**src/rtl/down_fifo_burst_ctrl_pkg.sv**
```systemverilog
// Shared definitions for the down-FIFO burst controller: state encoding,
// previous-word init value and the effective burst length rule.
package down_fifo_burst_ctrl_pkg;

    typedef enum logic [1:0] {
        ST_IDLE = 2'd0,
        ST_REQ  = 2'd1,
        ST_XFER = 2'd2
    } state_e;

    localparam logic [31:0] PREV_WORD_INIT = 32'hFFFF_FFFF;
    localparam logic [15:0] DUP_CNT_MAX    = 16'hFFFF;

    // A programmed length of 0 stands for the maximum burst of 256 words.
    function automatic logic [8:0] eff_burst_len(input logic [7:0] len);
        return (len == 8'd0) ? 9'd256 : {1'b0, len};
    endfunction

endpackage

```
**src/rtl/down_fifo_dup_mon.sv**
```systemverilog
// Counts handshaked words equal to the word handshaked just before them.
module down_fifo_dup_mon
    import down_fifo_burst_ctrl_pkg::*;
(
    input  logic        clk_i,
    input  logic        reset_n_i,
    input  logic        hs_i,
    input  logic [31:0] dat_i,
    output logic [15:0] dup_cnt_o
);

    logic [31:0] prev_q, prev_d;
    logic [15:0] cnt_q, cnt_d;

    always_comb begin
        prev_d = prev_q;
        cnt_d  = cnt_q;
        if (hs_i) begin
            prev_d = dat_i;
            if ((dat_i == prev_q) && (cnt_q != DUP_CNT_MAX)) begin
                cnt_d = cnt_q + 16'd1;
            end
        end
    end

    always_ff @(posedge clk_i) begin
        if (!reset_n_i) begin
            prev_q <= PREV_WORD_INIT;
            cnt_q  <= '0;
        end else begin
            prev_q <= prev_d;
            cnt_q  <= cnt_d;
        end
    end

    assign dup_cnt_o = cnt_q;

endmodule

```
**src/rtl/down_fifo_burst_ctrl.sv**
```systemverilog
// Drains a first-word-fall-through down FIFO in DMA bursts: full bursts when
// enough words are queued, partial bursts after an idle timeout.
module down_fifo_burst_ctrl
    import down_fifo_burst_ctrl_pkg::*;
#(
    parameter int CNT_W = 11
) (
    input  logic             clk_i,
    input  logic             reset_n_i,
    input  logic             enable_i,
    input  logic [7:0]       burst_len_i,
    input  logic [15:0]      timeout_i,
    input  logic [31:0]      fifo_dat_i,
    input  logic             fifo_empty_i,
    input  logic [CNT_W-1:0] fifo_count_i,
    output logic             fifo_rd_o,
    output logic             burst_req_o,
    input  logic             burst_gnt_i,
    output logic [8:0]       burst_words_o,
    output logic [31:0]      dat_o,
    output logic             valid_o,
    input  logic             ready_i,
    output logic             last_o,
    output logic             busy_o,
    output logic [15:0]      burst_cnt_o,
    output logic [15:0]      dup_cnt_o,
    output state_e           state_dbg_o
);

    state_e      state_q, state_d;
    logic [15:0] timer_q, timer_d;
    logic [8:0]  words_q, words_d;
    logic [8:0]  rem_q, rem_d;
    logic [15:0] burst_cnt_q, burst_cnt_d;

    logic [8:0]  len_eff;
    logic [31:0] count_ext;
    logic        full_avail;
    logic        part_avail;
    logic        timer_hit;
    logic        start;
    logic        hs;

    assign len_eff    = eff_burst_len(burst_len_i);
    assign count_ext  = 32'(fifo_count_i);
    assign full_avail = count_ext >= 32'(len_eff);
    assign part_avail = (count_ext != 32'd0) && !full_avail;
    assign timer_hit  = (timeout_i != 16'd0) && (timer_q == timeout_i);
    assign start      = enable_i && (full_avail || ((count_ext != 32'd0) && timer_hit));

    // Gating with reset keeps a reset cycle from popping a word it will abandon.
    assign valid_o     = (state_q == ST_XFER) && !fifo_empty_i && reset_n_i;
    assign hs          = valid_o && ready_i;
    assign fifo_rd_o   = hs;
    assign last_o      = valid_o && (rem_q == 9'd1);
    assign dat_o       = (state_q == ST_XFER) ? fifo_dat_i : '0;
    assign burst_req_o = (state_q == ST_REQ);
    assign busy_o      = (state_q != ST_IDLE);

    always_comb begin
        state_d     = state_q;
        timer_d     = '0;
        words_d     = words_q;
        rem_d       = rem_q;
        burst_cnt_d = burst_cnt_q;
        case (state_q)
            ST_IDLE: begin
                if (start) begin
                    state_d = ST_REQ;
                    words_d = full_avail ? len_eff : 9'(count_ext);
                end else if (part_avail) begin
                    timer_d = (timer_q < timeout_i) ? timer_q + 16'd1 : timeout_i;
                end
            end
            ST_REQ: begin
                if (burst_gnt_i) begin
                    state_d = ST_XFER;
                    rem_d   = words_q;
                end
            end
            ST_XFER: begin
                if (hs) begin
                    rem_d = rem_q - 9'd1;
                    if (rem_q == 9'd1) begin
                        state_d     = ST_IDLE;
                        burst_cnt_d = burst_cnt_q + 16'd1;
                    end
                end
            end
            default: state_d = ST_IDLE;
        endcase
    end

    always_ff @(posedge clk_i) begin
        if (!reset_n_i) begin
            state_q     <= ST_IDLE;
            timer_q     <= '0;
            words_q     <= '0;
            rem_q       <= '0;
            burst_cnt_q <= '0;
        end else begin
            state_q     <= state_d;
            timer_q     <= timer_d;
            words_q     <= words_d;
            rem_q       <= rem_d;
            burst_cnt_q <= burst_cnt_d;
        end
    end

    down_fifo_dup_mon u_dup_mon (
        .clk_i     (clk_i),
        .reset_n_i (reset_n_i),
        .hs_i      (hs),
        .dat_i     (fifo_dat_i),
        .dup_cnt_o (dup_cnt_o)
    );

    assign burst_words_o = words_q;
    assign burst_cnt_o   = burst_cnt_q;
    assign state_dbg_o   = state_q;

endmodule
```
**config.mk**
```make
export PLATFORM = sky130hd
export DESIGN_NAME = down_fifo_burst_ctrl
export DESIGN_NICKNAME = d
export VERILOG_FILES = /design/src/rtl/down_fifo_burst_ctrl_pkg.sv /design/src/rtl/down_fifo_dup_mon.sv /design/src/rtl/down_fifo_burst_ctrl.sv
export SDC_FILE = /design/constraint.sdc
export NUM_CORES = 1
export LEC_CHECK = 0
export ABC_AREA = 1
export CAP_MARGIN = 20
export CELL_PAD_IN_SITES_DETAIL_PLACEMENT = 0
export CELL_PAD_IN_SITES_GLOBAL_PLACEMENT = 1
export CORE_ASPECT_RATIO = 0.7
export CORE_UTILIZATION = 45
export CTS_BUF_LIST = sky130_fd_sc_hd__clkbuf_4
export DETAILED_ROUTE_END_ITERATION = 8
export DONT_BUFFER_PORTS = 1
export PLACE_DENSITY = 0.93
export SLEW_MARGIN = 0
export SYNTH_ARGS = -nofsm -noshare
export SYNTH_HDL_FRONTEND = slang
export SYNTH_SLANG_ARGS = --single-unit
```
**constraint.sdc**
```tcl
create_clock -name clk_i -period 2.56 [get_ports clk_i]
set_input_delay 0.512 -clock clk_i [delete_from_list [all_inputs] [get_ports clk_i]]
set_output_delay 0.512 -clock clk_i [all_outputs]
set_load 0.1 [all_outputs]
```
==> results of run 1 <==
final cells by class:
class                   count  area (um^2)
flip-flops and latches    100         2010
inverters                 149          562
multi-input cells         799         4060
clock buffers              10         75.1
clock inverters             6         88.8
well taps                 190          238
fillers                  1416         6160
repair buffers             90          955
logic make-up (layout without fill, tap and decap cells):
family	after synthesis	after routing	synth area share
AO/OA/AOI/OAI	162	162	0.128
buffers and inverters	180	255	0.106
AND/OR/NAND/NOR	581	581	0.373
flip-flops	100	100	0.302
XOR/XNOR	26	26	0.0344
adder cells (fa/ha/maj)	30	30	0.0566
report_power, final:
group	total (mW)	leakage [nW]	switching, mW	internal (mW)
Clock	0.958	0.0842	0.550	0.408
Combinational	0.740	2.94	0.544	0.196
Sequential	1.60	0.811	0.0167	1.59
state kept, by name, summed over array words and instances (netlist names):
register	cells
burst_cnt_o	16
burst_words_o	9
rem_q	9
state_dbg_o	2
timer_q	16
u_dup_mon.dup_cnt_o	16
u_dup_mon.prev_q	32
worst paths after layout:
kind	endpoint	start	cells after the start	slack (ns)
min	u_dup_mon.dup_cnt_o[4]$_SDFFE_PN0P_	reset_n_i	2	0.15
max reg2reg	u_dup_mon.dup_cnt_o[12]$_SDFFE_PN0P_	state_dbg_o[1]$_SDFFE_PN0P_	11	0.46
max	fifo_rd_o	state_dbg_o[1]$_SDFFE_PN0P_	5	0.24
min reg2reg	u_dup_mon.prev_q[25]$_SDFFE_PN1P_	u_dup_mon.prev_q[25]$_SDFFE_PN1P_	2	0.50
placed cells by master, fill, tap and decap left out, types with 3 or more instances in the layout:
cell type	count
a21oi_1	83
a31oi_1	3
buf_12	22
buf_4	67
clkbuf_4	10
dfxtp_1	98
ha_1	30
inv_1	144
inv_2	4
nand2_1	297
nand2_2	3
nand3_1	43
nand3_2	3
nand3b_1	4
nand4_1	24
nor2_1	136
nor2_2	29
nor2_4	12
nor3_1	16
nor3_2	3
nor4_1	3
o21ai_0	65
xnor2_1	8
xor2_1	18
layer usage:
layer | wire length [um] | vias up
met5 | 0 | -
li1 | - | 3565
met2 | 7110 | 214
met4 | 101 | 0
met3 | 1400 | 7
met1 | 9030 | 2975
repair_timing:
item / CTS / global route
gates resized for setup: 0 / 1
hold buffers: 0 / 0
endpoints found under the setup margin: 0 / 1
==> impl_results.md, run 1 <==
* Status: complete, no violations
* Crit. End Element: output port
* DRT Pass-1 Iters at 6
* Unique masters post-synth at 40
* Core area at ~14000 um^2
* Top FF cell, synth: dfxtp_1
* # port buffers at 0
* N_diodes at 0
* Yosys top cell by area: dfxtp_1
* Post-Layout Inst Area at approximately 8000 um^2
* Slew Viols, Final at 0
* Post-DR vias/cell at 5.03
* Post-placement cell count at ~1300
* Worst path slowest cell: dfxtp_4
* Tot GR Track Use at 0.236
* Post-synth EDFFs at 0
* # IOs at between 150 and 200
* YS warnings at 0
* Layout Cells excl Fill at roughly 1300
* Gr ovfl total at 0
* DR DRC count at 0
* Crit-path max cell delay at 0.39 ns
* Row cnt at 36
* Layout Skew at around 0.015 ns
* DP Area at approximately 7800 um^2
* Post-route minimum period at between 2 and 2.5 ns
* DR WL/cell at between 10 and 15 um
* Setup_tns at 0 ns
* CP Data Arrival Time at 1.81 ns
* Crit Path Class: flip-flop to output port
* Startpoint types: flip-flop
* Vias in the first global route at roughly 6100
* Tcrit/Tclk final at 0.908
* CP required at roughly 2 ns
* Mapped Area at about 6600 um^2
* Mapped Cells at 1079
* Die area at approximately 15000 um^2
* Post-synthesis async set-or-reset flop share at 0
* Chip height at a little over 100 um
* Final total power at 3.30 mW
* Number of nets still failing antenna checks after routing at 0
* Worst VDD drop at 276 uV
* Post-synthesis sequential element count at 100
* CTS Buf Count at 9
* CP Cell Sequence: inv_2 > nor2_4 > nand2_4 > nor2_8 > buf_12
* Initial antenna violation count at 0
* 1st-iter DRT viols at about 470
* Skew-Pair Late Insertion Delay at around 0.46 ns
* DP Worst Slack at 0.0532 ns
* Yosys top cell area share at 0.302
* Final design utilization at 0.565
* Final Worst Setup Slack at about 0.24 ns
* M2 GR Usage at 0.341
* CP delay by family, top: simple AND/OR/NAND/NOR gates
* Setup violators final at 0
* HP Class: input port to flip-flop
* Most used routing layer in global routing: met1
* Syn_area_per_cell at 6.14 um^2
* Area delta synth->final at 20.5%
* Max-Slew Margin vs Limit at 0.540
* Most frequent cells after synthesis: nand2_1 (298), nor2_1 (170), inv_1 (144)
* Routed via count at around 6800
* Buf/Inv on CP at 2
* Postcts setup bufs at 0
* CTS tree: done
* Num Clock Sinks at 100
* Hold Slack at between 0.15 and 0.2 ns
* Sequential area share after synthesis at 0.302
* Ranking of synthesized cells by area: dfxtp_1 (30%), nand2_1 (17%), nor2_1 (9.6%)
* Gp weighted congestion at 0.925
* H-tree levels at 3
* Die width at roughly 150 um
* Net count after synthesis at 1182
* Max cap viols at 0
* Clk slew on worst S/H paths at 0.16 ns
* GR Layer Usage met3 at 0.0621
* Count of final hold-check violations at 0
* RSZ-0062 raised after global routing: no
* First-pass GRT wire length at between 20000 and 30000 um
* Crit-path max FO at 73
* Leak pwr at around 3.8 nW
* Share of layout cells above drive strength 1 at 0.146
* Clock root buffer: clkbuf_4
* Max Clk Rate at 430 MHz
* Largest net degree at the start of global routing at 74
* Slew @ Worst Pin at between 0.6 and 0.7 ns
* Routed Wire Length at 17600 um
* Clock Tree Buf Depth at 2
* Initial cell density of the core at 0.469
* Power Dens Cells at around 410 nW/um^2
* GRT met1 Usage at 0.353
* Post-DP HPWL at around 14000 um
* Count leader, synth: nand2_1
* Layout net count at approximately 1300
Note: power is estimated with default switching activity, not from simulation.
==> run 2, diff against run 1 <==
CORE_UTILIZATION = 29   (was 45)
DONT_BUFFER_PORTS = default   (was 1)
PLACE_DENSITY = 0.81   (was 0.93)
==> run 2 against run 1 <==
First-iteration DRC count is 26% higher. Critical path depth up 7. Sequential power is essentially flat. Wire length grew 15%. Clock skew grew 0.010 ns. Design area grew 19%. Worst hold slack improved by 0.34 ns. Utilization down 13 points. Non-clock buffer count is 110 higher. Critical endpoint is now timer_q[9]$_SDFF_PP0_.
==> impl_results.md, run 2 (same netlist as run 1, synthesis figures left out) <==
* Hold path start: rem_q[7]$_SDFFE_PN0P_
* Clock root buffer: clkbuf_4
* Layout net count at 1364 (+8.9%)
* Startpoint types: input port
* Area delta synth->final at 43.1%
* H-tree levels at 3 (unchanged)
* Clock Tree Buf Depth at 2 (unchanged)
* Most frequent cells in the layout: nand2_1 (293), inv_1 (144), nor2_1 (135)
* # IOs at 153 (unchanged)
* Clk slew on worst S/H paths at 0.16 ns (about the same)
* Final Worst Setup Slack at 0.143 ns (-0.0927 ns)
* Setup violators final at 0 (unchanged)
* Die width at 183 um (+24%)
* Layout Skew at 0.0250 ns (+0.0103 ns)
* Area of the multi-input gates at 4160 um^2 (+2.4%)
* Routed Wire Length at 20300 um (+15%)
* Initial antenna violation count at 0 (unchanged)
* Tot GR Track Use at 0.174 (-0.0618)
* First-pass GRT wire length at 32800 um (+11%)
* CP Cell Sequence: clkdlybuf4s50_1 > nor4_2 > nand2_2 > ha_4 > a21oi_1 > nand2_1 > a21oi_4 > nand3_4 > nand2_2 > nand2_1 > buf_12 > nor3_2
* Worst path slowest cell: clkdlybuf4s50_1
* N_diodes at 0 (unchanged)
* Routed via count at 7148 (+5.7%)
* Crit Path Class: input port to flip-flop
* HP Class: flip-flop to flip-flop
* Post-route minimum period at 2.42 ns (+0.0927 ns)
* 1st-iter DRT viols at 596 (+26%)
* Critical R2R Capture: u_dup_mon.dup_cnt_o[12]$_SDFFE_PN0P_
* Worst reg2reg path depth at 11 (unchanged)
* DR WL/cell at 12.9 um (-1.6%)
* Post-DP HPWL at 15700 um (+14%)
* Status: complete, no violations
* Post-placement cell count at 1549 (+17%)
* CTS tree: done
* DRT Pass-1 Iters at 5 (-1)
* CP required at 2.96 ns (+0.91 ns)
* Leak pwr at 4.40 nW (+15%)
* R2R Path Start: u_dup_mon.dup_cnt_o[1]$_SDFFE_PN0P_
* DR DRC count at 0 (unchanged)
* Post-DR vias/cell at 4.55 (-9.6%)
* Slew Viols, Final at 0 (unchanged)
* DP Worst Slack at -0.465 ns (-0.519 ns)
* Filler Cell Count at 2281 (+61%)
* GR Layer Usage met3 at 0.0342 (-0.0279)
* Max-Slew Margin vs Limit at 0.459 (-0.0810)
* Crit-path max FO at 15 (-79%)
* Gp weighted congestion at 0.903 (-2.3%)
* M2 GR Usage at 0.251 (-0.0896)
* Share of layout cells above drive strength 1 at 0.172 (+0.0257)
* Layout Cells excl Fill at 1571 (+17%)
* Max Clk Rate at 414 MHz (-3.8%)
* Seq. cell area at 2010 um^2 (unchanged)
* Hold EP: rem_q[7]$_SDFFE_PN0P_
* Skew-Pair Late Insertion Delay at 0.47 ns (about the same)
* Core area at 22000 um^2 (+56%)
* Worst Hold Path Cells at 2 (unchanged)
* Count of final hold-check violations at 0 (unchanged)
* Top reg by flops: u_dup_mon.prev_q
* RSZ-0062 raised after global routing: no
* Initial cell density of the core at 0.301 (-0.168)
* Number of nets still failing antenna checks after routing at 0 (unchanged)
* Die area at 23500 um^2 (+54%)
* Max cap viols at 0 (unchanged)
* Slew @ Worst Pin at 0.809 ns (+0.119 ns)
* Commonest non-fill, non-tap cell in the layout: nand2_1
* Most used routing layer in global routing: met1
* GRT met1 Usage at 0.266 (-0.0874)
* Crit. End Element: flip-flop
* Tcrit/Tclk final at 0.944 (+0.0362)
* # port buffers at 152 (+152)
* Num Clock Sinks at 100 (unchanged)
* Chip height at 128 um (+24%)
* Register-to-register setup slack at 0.59 ns (+0.13 ns)
* Largest net degree at the start of global routing at 60 (-19%)
* Power Dens Cells at 385 nW/um^2 (-7.0%)
* Row cnt at 45 (+25%)
* Vias in the first global route at 6496 (+7.1%)
* CTS Buf Count at 9 (unchanged)
* CP Data Arrival Time at 2.82 ns (+1.01 ns)
* Worst VDD drop at 305 uV (+11%)
* Crit-path max cell delay at 0.44 ns (+0.05 ns)
* Gr ovfl total at 0 (unchanged)
* Max reg flops at 32 (unchanged)
## run 2: repair_timing
action                     in CTS  in global routing
hold buffers                    0                  0
setup endpoints to repair       0                 27
setup buffers                   0                  4
resized for setup               0                 16
## run 2: stage by stage
stage	power, mW	instance area [um^2]	hold WS (ns)	TNS (ns)	utilization
floorplan	2.21	6770	0.454	-1.59	-
CTS	3.67	9350	0.498	0	0.425
global route	3.83	9480	0.518	0	0.431
detailed placement	2.58	9160	0.476	-11.05	0.416
global placement	2.57	9160	0.473	-11.45	0.416
finish	3.65	9480	0.497	0	0.431
## run 2: worst max-delay path by stage
| stage | start | end | slack [ns] | cells after the start |
|---|---|---|---|---|
| 2_1_floorplan | state_dbg_o[0]$_SDFFE_PN0P_ | dat_o[10] | -0.08 | 5 |
| 3_3_place_gp | burst_len_i[2] | burst_words_o[8]$_SDFFE_PN0P_ | -0.47 | 14 |
| 3_5_place_dp | burst_len_i[2] | burst_words_o[5]$_SDFFE_PN0P_ | -0.47 | 14 |
| 4_1_cts | state_dbg_o[1]$_SDFFE_PN0P_ | fifo_rd_o | 0.02 | 6 |
| 5_1_grt | burst_len_i[5] | timer_q[12]$_SDFF_PP0_ | 0.01 | 15 |
| 6_report | burst_len_i[7] | timer_q[9]$_SDFF_PP0_ | 0.14 | 12 |
## run 2: final cells by class
class                      instances  area share
clock inverter                     6      0.0117
inverter                         149      0.0593
multi-input combinational        801       0.439
tap                              305      0.0402
sequential                       100       0.212
clock buffer                      10     0.00792
timing repair buffer             200       0.231
## run 2: per-layer routing
| layer | routed length, um | vias up |
|---|---|---|
| met5 | 0 | - |
| met4 | 139 | 0 |
| met3 | 1050 | 12 |
| met2 | 8040 | 160 |
| met1 | 11100 | 3188 |
| li1 | - | 3788 |
## run 2: report_power, final
part	switching, mW	internal, mW	total [mW]	leakage (nW)
Clock	0.571	0.510	1.08	0.0990
Sequential	0.0257	1.59	1.61	0.811
Combinational	0.613	0.340	0.953	3.49
## run 2: worst max-delay path, delay by kind of cell
kind | cells | cell delay (ns)
AO/OA/AOI/OAI | 2 | 0.38
buffers and inverters | 2 | 0.60
AND/OR/NAND/NOR | 7 | 1.09
adder cells (fa/ha/maj) | 1 | 0.23
==> run 3, diff against run 2 <==
CAP_MARGIN = 10   (was 20)
HOLD_SLACK_MARGIN = 0.02   (was default)
==> results of run 3 <==
The final DEF is identical to that of run 2; final timing and power are the same.
